<file path="config.mk">
export PLATFORM = sky130hd
export DESIGN_NAME = crc_serial_engine_flat
export DESIGN_NICKNAME = d
export VERILOG_FILES = /design/src/rtl/usb_crc_pkg.sv /design/src/rtl/crc_serial_engine_if.sv /design/src/rtl/crc_lfsr_step.sv /design/src/rtl/crc_serial_engine.sv /design/src/flat_wrapper.sv
export SDC_FILE = /design/constraint.sdc
export NUM_CORES = 1
export LEC_CHECK = 0
export ABC_AREA = 1
export CAP_MARGIN = 20
export CORE_MARGIN = 3
export CORE_UTILIZATION = 35
export CTS_CLUSTER_SIZE = 40
export DETAILED_ROUTE_END_ITERATION = 7
export GPL_ROUTABILITY_DRIVEN = 0
export GPL_TIMING_DRIVEN = 0
export MAX_ROUTING_LAYER = met4
export SYNTH_ARGS = -nofsm -noshare
export SYNTH_HDL_FRONTEND = slang
export SYNTH_SLANG_ARGS = --single-unit
</file>
<file path="constraint.sdc">
create_clock -name clk -period 3 [get_ports clk]
set_clock_uncertainty 0.15 [all_clocks]
set_input_delay 0.45 -clock clk [delete_from_list [all_inputs] [get_ports clk]]
set_output_delay 0.45 -clock clk [all_outputs]
set_load 0.005 [all_outputs]
</file>
<file path="src/rtl/usb_crc_pkg.sv">
// Shared types and polynomial constants for the USB serial CRC engines.
// CRC5 covers token packets, CRC16 covers data packets.
package usb_crc_pkg;

    typedef enum logic [1:0] {
        IDLE,
        SHIFT,
        APPEND,
        DONE
    } crc_state_e;

    typedef enum logic {
        CRC_GEN,
        CRC_CHK
    } crc_mode_e;

    // Polynomials omit the implicit x^WIDTH term.
    localparam logic [4:0]  CRC5_POLY  = 5'h05;
    localparam logic [4:0]  CRC5_RES   = 5'h0C;
    localparam logic [15:0] CRC16_POLY = 16'h8005;
    localparam logic [15:0] CRC16_RES  = 16'h800D;

endpackage

</file>
<file path="src/rtl/crc_serial_engine_if.sv">
// Handshake bundle between the serial CRC engine and the packet FSMs.
interface crc_serial_engine_if #(
    parameter int unsigned WIDTH = 16
);
    logic             start;
    logic             mode;
    logic             bit_valid;
    logic             bit_in;
    logic             bit_last;
    logic             crc_ack;
    logic             done_ack;
    logic             crc_bit;
    logic             crc_valid;
    logic             busy;
    logic             done;
    logic             crc_ok;
    logic [WIDTH-1:0] crc_value;

    modport master (
        output start, mode, bit_valid, bit_in, bit_last, crc_ack, done_ack,
        input  crc_bit, crc_valid, busy, done, crc_ok, crc_value
    );

    modport slave (
        input  start, mode, bit_valid, bit_in, bit_last, crc_ack, done_ack,
        output crc_bit, crc_valid, busy, done, crc_ok, crc_value
    );

endinterface

</file>
<file path="src/rtl/crc_lfsr_step.sv">
// One-bit LFSR next-state function; fb_en=0 gives a plain zero-fill left shift.
module crc_lfsr_step #(
    parameter int unsigned      WIDTH = 16,
    parameter logic [WIDTH-1:0] POLY  = 16'h8005
) (
    input  logic [WIDTH-1:0] lfsr,
    input  logic             d,
    input  logic             fb_en,
    output logic [WIDTH-1:0] lfsr_nxt
);

    logic fb;

    assign fb       = fb_en & (lfsr[WIDTH-1] ^ d);
    assign lfsr_nxt = {lfsr[WIDTH-2:0], 1'b0} ^ (fb ? POLY : '0);

endmodule

</file>
<file path="src/rtl/crc_serial_engine.sv">
// Bit-serial CRC generator/checker: GEN appends the complemented remainder
// MSB first under crc_valid/crc_ack, CHK compares the final register to the residual.
module crc_serial_engine
    import usb_crc_pkg::*;
#(
    parameter int unsigned      WIDTH    = 16,
    parameter logic [WIDTH-1:0] POLY     = CRC16_POLY,
    parameter logic [WIDTH-1:0] INIT     = '1,
    parameter logic [WIDTH-1:0] RESIDUAL = CRC16_RES
) (
    input logic                clk,
    input logic                rst_n,
    crc_serial_engine_if.slave bus
);

    localparam int unsigned           CNT_W    = $clog2(WIDTH + 1);
    localparam logic [CNT_W-1:0]      CNT_LAST = CNT_W'(WIDTH - 1);

    crc_state_e       state;
    crc_mode_e        mode_q;
    logic [WIDTH-1:0] lfsr;
    logic [WIDTH-1:0] lfsr_nxt;
    logic [CNT_W-1:0] cnt;
    logic             busy_q;
    logic             done_q;
    logic             crc_valid_q;
    logic             crc_ok_q;

    // Feedback only while absorbing payload; APPEND just drains the register.
    crc_lfsr_step #(
        .WIDTH (WIDTH),
        .POLY  (POLY)
    ) u_step (
        .lfsr     (lfsr),
        .d        (bus.bit_in),
        .fb_en    (state == SHIFT),
        .lfsr_nxt (lfsr_nxt)
    );

    always_ff @(posedge clk or negedge rst_n) begin
        if (!rst_n) begin
            state       <= IDLE;
            mode_q      <= CRC_GEN;
            lfsr        <= INIT;
            cnt         <= '0;
            busy_q      <= 1'b0;
            done_q      <= 1'b0;
            crc_valid_q <= 1'b0;
            crc_ok_q    <= 1'b0;
        end else if (bus.start) begin
            // start aborts whatever is in flight.
            state       <= SHIFT;
            mode_q      <= crc_mode_e'(bus.mode);
            lfsr        <= INIT;
            cnt         <= '0;
            busy_q      <= 1'b1;
            done_q      <= 1'b0;
            crc_valid_q <= 1'b0;
            crc_ok_q    <= 1'b0;
        end else begin
            case (state)
                IDLE: ;
                SHIFT: begin
                    if (bus.bit_valid) begin
                        lfsr <= lfsr_nxt;
                        if (bus.bit_last) begin
                            if (mode_q == CRC_CHK) begin
                                state    <= DONE;
                                done_q   <= 1'b1;
                                crc_ok_q <= (lfsr_nxt == RESIDUAL);
                            end else begin
                                state       <= APPEND;
                                cnt         <= '0;
                                crc_valid_q <= 1'b1;
                            end
                        end
                    end
                end
                APPEND: begin
                    if (bus.crc_ack) begin
                        lfsr <= lfsr_nxt;
                        cnt  <= cnt + 1'b1;
                        if (cnt == CNT_LAST) begin
                            state       <= DONE;
                            crc_valid_q <= 1'b0;
                            done_q      <= 1'b1;
                            crc_ok_q    <= 1'b0;
                        end
                    end
                end
                DONE: begin
                    if (bus.done_ack) begin
                        state    <= IDLE;
                        busy_q   <= 1'b0;
                        done_q   <= 1'b0;
                        crc_ok_q <= 1'b0;
                    end
                end
                default: state <= IDLE;
            endcase
        end
    end

    assign bus.crc_bit   = crc_valid_q & ~lfsr[WIDTH-1];
    assign bus.crc_valid = crc_valid_q;
    assign bus.crc_value = ~lfsr;
    assign bus.busy      = busy_q;
    assign bus.done      = done_q;
    assign bus.crc_ok    = crc_ok_q;

endmodule

</file>
<file path="src/flat_wrapper.sv">
// flat-port wrapper written by rule: the top's interface ports become plain ports
module crc_serial_engine_flat import usb_crc_pkg::*;
#(
    parameter int unsigned      WIDTH    = 16,
    parameter logic [WIDTH-1:0] POLY     = CRC16_POLY,
    parameter logic [WIDTH-1:0] INIT     = '1,
    parameter logic [WIDTH-1:0] RESIDUAL = CRC16_RES
)
  (clk, rst_n, bus_start, bus_mode, bus_bit_valid, bus_bit_in, bus_bit_last, bus_crc_ack, bus_done_ack, bus_crc_bit, bus_crc_valid, bus_busy, bus_done, bus_crc_ok, bus_crc_value);
  crc_serial_engine_if #(.WIDTH(WIDTH)) bus_i ();
  input logic clk;
  input logic rst_n;
  input wire logic [$bits(bus_i.start)-1:0] bus_start;
  input wire logic [$bits(bus_i.mode)-1:0] bus_mode;
  input wire logic [$bits(bus_i.bit_valid)-1:0] bus_bit_valid;
  input wire logic [$bits(bus_i.bit_in)-1:0] bus_bit_in;
  input wire logic [$bits(bus_i.bit_last)-1:0] bus_bit_last;
  input wire logic [$bits(bus_i.crc_ack)-1:0] bus_crc_ack;
  input wire logic [$bits(bus_i.done_ack)-1:0] bus_done_ack;
  output wire logic [$bits(bus_i.crc_bit)-1:0] bus_crc_bit;
  output wire logic [$bits(bus_i.crc_valid)-1:0] bus_crc_valid;
  output wire logic [$bits(bus_i.busy)-1:0] bus_busy;
  output wire logic [$bits(bus_i.done)-1:0] bus_done;
  output wire logic [$bits(bus_i.crc_ok)-1:0] bus_crc_ok;
  output wire logic [$bits(bus_i.crc_value)-1:0] bus_crc_value;
  assign bus_i.start = bus_start;
  assign bus_i.mode = bus_mode;
  assign bus_i.bit_valid = bus_bit_valid;
  assign bus_i.bit_in = bus_bit_in;
  assign bus_i.bit_last = bus_bit_last;
  assign bus_i.crc_ack = bus_crc_ack;
  assign bus_i.done_ack = bus_done_ack;
  assign bus_crc_bit = bus_i.crc_bit;
  assign bus_crc_valid = bus_i.crc_valid;
  assign bus_busy = bus_i.busy;
  assign bus_done = bus_i.done;
  assign bus_crc_ok = bus_i.crc_ok;
  assign bus_crc_value = bus_i.crc_value;
  crc_serial_engine #(.WIDTH(WIDTH), .POLY(POLY), .INIT(INIT), .RESIDUAL(RESIDUAL)) u_core (.clk(clk), .rst_n(rst_n), .bus(bus_i));
endmodule
</file>
# Yosys cells after proc, flatten, opt, wreduce, memory -nomap -nowiden
# Index checks and enable logic that the tools add are counted.
# word_totals
reg_bits	28
in_bits	9
wordCells	78
# classes
n_mux	41
add_sub_neg	1
bitwise_logic	6
n_eq_ne	12
reduce_logical	10
# ops
op	n
2-to-1 mux 16 bit	4
one-hot mux 16 bit (2 select lines)	1
2-to-1 mux 5 bit	5
2-to-1 mux 1 bit	20
equality test 16 bit (second input constant)	1
inverter 16 bit	1
XOR 16 bit	1
inequality test 3 bit (second input constant)	5
2-to-1 mux 2 bit	6
AND reduction 6 bit	2
one-hot mux 5 bit (2 select lines)	1
AND reduction 7 bit	1
inequality test 3 x 2 -> 1 bit (second input constant)	2
one-hot mux 1 bit (3 select lines)	2
one-hot mux 2 bit (3 select lines)	1
adder 5 x 1 -> 5 bit (second input constant)	1
equality test 5 x 4 -> 1 bit (second input constant)	1
AND reduction 5 bit	1
equality test 2 bit (second input constant)	2
nonzero test 2 bit	2
nonzero test 4 bit	1
AND reduction 3 bit	1
nonzero test 3 bit	1
AND 1 bit	2
other kinds (5)	5

# Longest topological paths before layout
# logic_depth
word_depth	10
ltp_mapped	11
ltp_nobuf	11

# Modules after synthesis
# A second synthesis with hierarchy kept.
# hier_totals
hier_cells	222
hier_area_um2	1766.7
# by_module_without_submodules
module	cells_each	seq_area_each_um2	area_each_um2	instances
crc_serial_engine	194	720.7	1595.3	1
crc_lfsr_step	28	0.0	171.4	1

# Least setup slack after synthesis
# OpenSTA, ideal clock, no wires.
# synth_timing
kind	flip-flop to flip-flop
start	register u_core.cnt[0]
end	register u_core.crc_ok_q (netlist: u_core.bus.crc_ok)
setup_slack_ps	1455
path_stages_with_launch	12
synth_period_minus_slack_ps	1545
setup_time_ps	113
t_required_ps	2737
arrival_time_ps	1283
cell_sequence	dfrtp_1 > ha_1 > nand2_1 > nor2_1 > ha_1 > inv_1 > nand3_1 > nand3_1 > nor2_1 > nand2_1 > nand2_1 > inv_1
# synth_between
elab_chain_len	3
# synth_rtl
item	line	source
start, declared	crc_serial_engine.sv:23	logic [CNT_W-1:0] cnt;
start signal, assigned	crc_serial_engine.sv:82	cnt <= cnt + 1'b1;
equality test 5 x 4 -> 1 bit	crc_serial_engine.sv:83	if (cnt == CNT_LAST) begin
inequality test 3 x 2 -> 1 bit (no line)	--	
AND reduction 7 bit (no line)	--	
end signal, assigned	crc_serial_engine.sv:70	crc_ok_q <= (lfsr_nxt == RESIDUAL);
end, declared	crc_serial_engine.sv:27	logic crc_ok_q;
# Every way passes these cells.
# A chain may end at the register's enable or synchronous reset.

# Final worst setup path
# layout_timing
start	register u_core.lfsr[1]
end	output bus_crc_value[1]
# layout_between
elab_chain_len	1
# layout_rtl
item	line	source
start, declared	crc_serial_engine.sv:21	logic [WIDTH-1:0] lfsr;
start signal, assigned	crc_serial_engine.sv:65	lfsr <= lfsr_nxt;
start signal, assigned	crc_serial_engine.sv:81	lfsr <= lfsr_nxt;
inverter 16 bit	crc_serial_engine.sv:106	assign bus.crc_value = ~lfsr;
end, declared	flat_wrapper.sv:25	output wire logic [$bits(bus_i.crc_value)-1:0] bus_crc_value;
# Every way passes these cells.

==> results.sh <==
export IMPL_syn_nets=201
export IMPL_max_cap_violations=0
export IMPL_post_cts_setup_buffers=0
export IMPL_numCtsBuffers=3
export IMPL_cts_root_buf="clkbuf_8"
export IMPL_drv_slew=0
export IMPL_p_sw_mw=0.855
export IMPL_grt_pass1_vias=1299
export IMPL_tns_ps=0
export IMPL_crit_fanout=4
export IMPL_rsz0062_at_grt="no"
export IMPL_period_share_pct=65.6
export IMPL_fin_crit_ps=1970
export IMPL_synth_most_common_cell="nand2_1"
export IMPL_grt_ovfl_total=0
export IMPL_cts_path_max_buffers=2
export IMPL_initial_core_util_pct=36.6
export IMPL_core_area_um2=4380
export IMPL_clock_fmax_mhz=508
export IMPL_p_seq_share_pct=34.8
export IMPL_top_level_ports=30
export IMPL_syn_area_um2=1610
export IMPL_synth_top_cells_by_area="dfstp_2, dfrtp_1, o21ai_2"
export IMPL_dieHeight_um=73.7
export IMPL_cts_tree="yes"
export IMPL_power_mw=2.14
export IMPL_grt_pass1_wl_um=6110
export IMPL_leakagePower_nw=0.955
export IMPL_synth_seq_cells=28
export IMPL_antenna_found_initial=0
export IMPL_areaGrowthSynthToFinish_pct=28.0
export IMPL_power_frac_comb_pct=52.4
export IMPL_critPathLaunchType="register"
export IMPL_power_frac_clock_pct=12.8
export IMPL_switching_share_pct=39.9
export IMPL_post_cts_resized=0
export IMPL_relSlewSlack_pct=51.1
export IMPL_setup_viol=0
export IMPL_path_clk_slew_ps=100
export IMPL_yosys_warnings=0
export IMPL_num_antenna_cells=0
export IMPL_grt_usage_pct=14.6
export IMPL_fin_cells=276
export IMPL_dp_cells=272
export IMPL_critPathCaptureType="output port"
export IMPL_drt_iter0_markers=61
export IMPL_finalHoldViolCount=0
export IMPL_die_area_um2=5440
export IMPL_drc=0
export IMPL_ys_top_cells_by_count="nand2_1, o21ai_2, inv_1"
export IMPL_fill_cells=435
export IMPL_yosysTopAreaCellShare_pct=26.2
export IMPL_tightest_slew_ps=731
export IMPL_htreeDepth=1
export IMPL_rows=24
export IMPL_yosysSeqAreaShare_pct=44.9
export IMPL_p_int_mw=1.29
export IMPL_wl_per_cell_um=12.7
export IMPL_ant_nets=0
export IMPL_path_class="reg2out"
export IMPL_async_reset_ff_share_pct=100
export IMPL_p_per_area_nw_per_um2=1040
export IMPL_outcome="complete, no violations"
export IMPL_grt_max_degree=17
export IMPL_insertion_delay_ps=280
export IMPL_synth_distinct_cells=24
export IMPL_synth_top_area_cell="dfstp_2"
export IMPL_post_synth_cell_area_avg_um2=8.45
export IMPL_drive_gt1_share_pct=29.9
export IMPL_vias=1307
export IMPL_hpwlAfterDp_um=2700
export IMPL_ir_worst_vdd_mv=0.539
export IMPL_viasPerCell=4.74
export IMPL_syn_inst=190
export IMPL_finalWirelength_um=3500
export IMPL_hold_buffers=0
export IMPL_cp_arrival_ps=1370
export IMPL_synth_edff_count=0
export IMPL_holdCritPathClass="reg2reg"
export IMPL_crit_required_ps=2400
export IMPL_numPortBuffers=29
export IMPL_fp_dieW_um=73.7
export IMPL_cts_sinks=28
export IMPL_dr_pass1_iters=4
export IMPL_nets=236
export IMPL_synth_main_ff_cell="dfstp_2"
[per-stage QoR]
step	hold WS, ps	utilization [%]	area, um2	setup WS (ps)
after floorplan	4.41	-	1610	1450
after global placement	334	44.7	1960	833
after detailed placement	337	45.3	1990	825
after CTS	362	46.9	2050	1020
after global routing	377	46.9	2050	962
final	363	46.9	2050	1030
[power by group through the flow]
| stage | Combinational, mW | Clock, mW | Sequential (mW) |
|---|---|---|---|
| after floorplan | 0.721 | 0 | 0.729 |
| after global placement | 1.12 | 0 | 0.751 |
| after detailed placement | 1.14 | 0 | 0.754 |
| after CTS | 1.14 | 0.281 | 0.749 |
| after global routing | 1.26 | 0.296 | 0.775 |
| final | 1.12 | 0.274 | 0.747 |
[flip-flops by register name, summed over array words and instances (netlist names)]
| name | flops |
|---|---|
| u_core.bus.done | 1 |
| u_core.mode_q | 1 |
| u_core.lfsr | 16 |
| u_core.bus.busy | 1 |
| u_core.bus.crc_valid | 1 |
| u_core.state | 2 |
| u_core.bus.crc_ok | 1 |
| u_core.cnt | 5 |
[area by class of cell]
cell class,count,area [um2],share of cell area (%)
buffer,5,46.3,2.25
clock buffer,4,66.3,3.23
inverter,30,113,5.48
multi-input combinational,127,726,35.3
sequential,28,721,35.1
tap,52,65.1,3.17
timing repair buffer,30,318,15.5
[worst max-delay path, stage by stage (launching register included)]
cell and delay, ps:
dfstp_2 540, inv_1 90, clkdlybuf4s50_1 460
[cell usage in the layout (no fill, tap or decap)]
master,count
buf_6,3
nor2_4,2
nand4_1,5
clkbuf_8,3
nand3_2,1
ha_1,2
buf_16,1
clkdlybuf4s50_1,29
clkbuf_16,1
o21bai_1,1
clkbuf_2,1
a21oi_4,1
nor2_2,1
nand2_2,4
buf_4,1
inv_1,25
nand3_1,12
dfstp_2,16
nand3b_1,1
or2_2,1
o21ai_2,26
o21ai_1,2
nand2_1,36
a21oi_1,4
inv_2,5
dfrtp_1,12
o21ai_0,8
nor2_1,20
[layer usage]
metal,routed length [um],track usage [%]
met5,0,-
met4,42,3.62
met3,112,1.64
met2,1550,21.4
met1,1800,21.4
[cell families after synthesis]
family	Yosys count	share of synthesized area [%]
AND/OR/NAND/NOR	83	23.6
buffers and inverters	35	9.90
adder cells (fa/ha/maj)	2	1.56
AO/OA/AOI/OAI	42	20.0
flip-flops	28	44.9
[worst paths after layout]
kind / from / end / slack, ps / depth (start not counted)
hold reg to reg: u_core.bus.crc_valid$_DFFE_PN0P_ / u_core.bus.crc_valid$_DFFE_PN0P_ / 360 / 2
setup reg to reg: u_core.cnt[0]$_DFFE_PN0P_ / u_core.bus.crc_ok$_DFFE_PN0P_ / 1260 / 11
setup / recovery: u_core.lfsr[1]$_DFFE_PN1P_ / bus_crc_value[1] / 1030 / 2
hold / removal: u_core.bus.crc_valid$_DFFE_PN0P_ / u_core.bus.crc_valid$_DFFE_PN0P_ / 360 / 2
min in group asynchronous: rst_n / u_core.cnt[1]$_DFFE_PN0P_ / 440 / 1
max in group asynchronous: rst_n / u_core.lfsr[13]$_DFFE_PN1P_ / 1650 / 2
No activity file was read; power rests on OpenSTA's default activity.
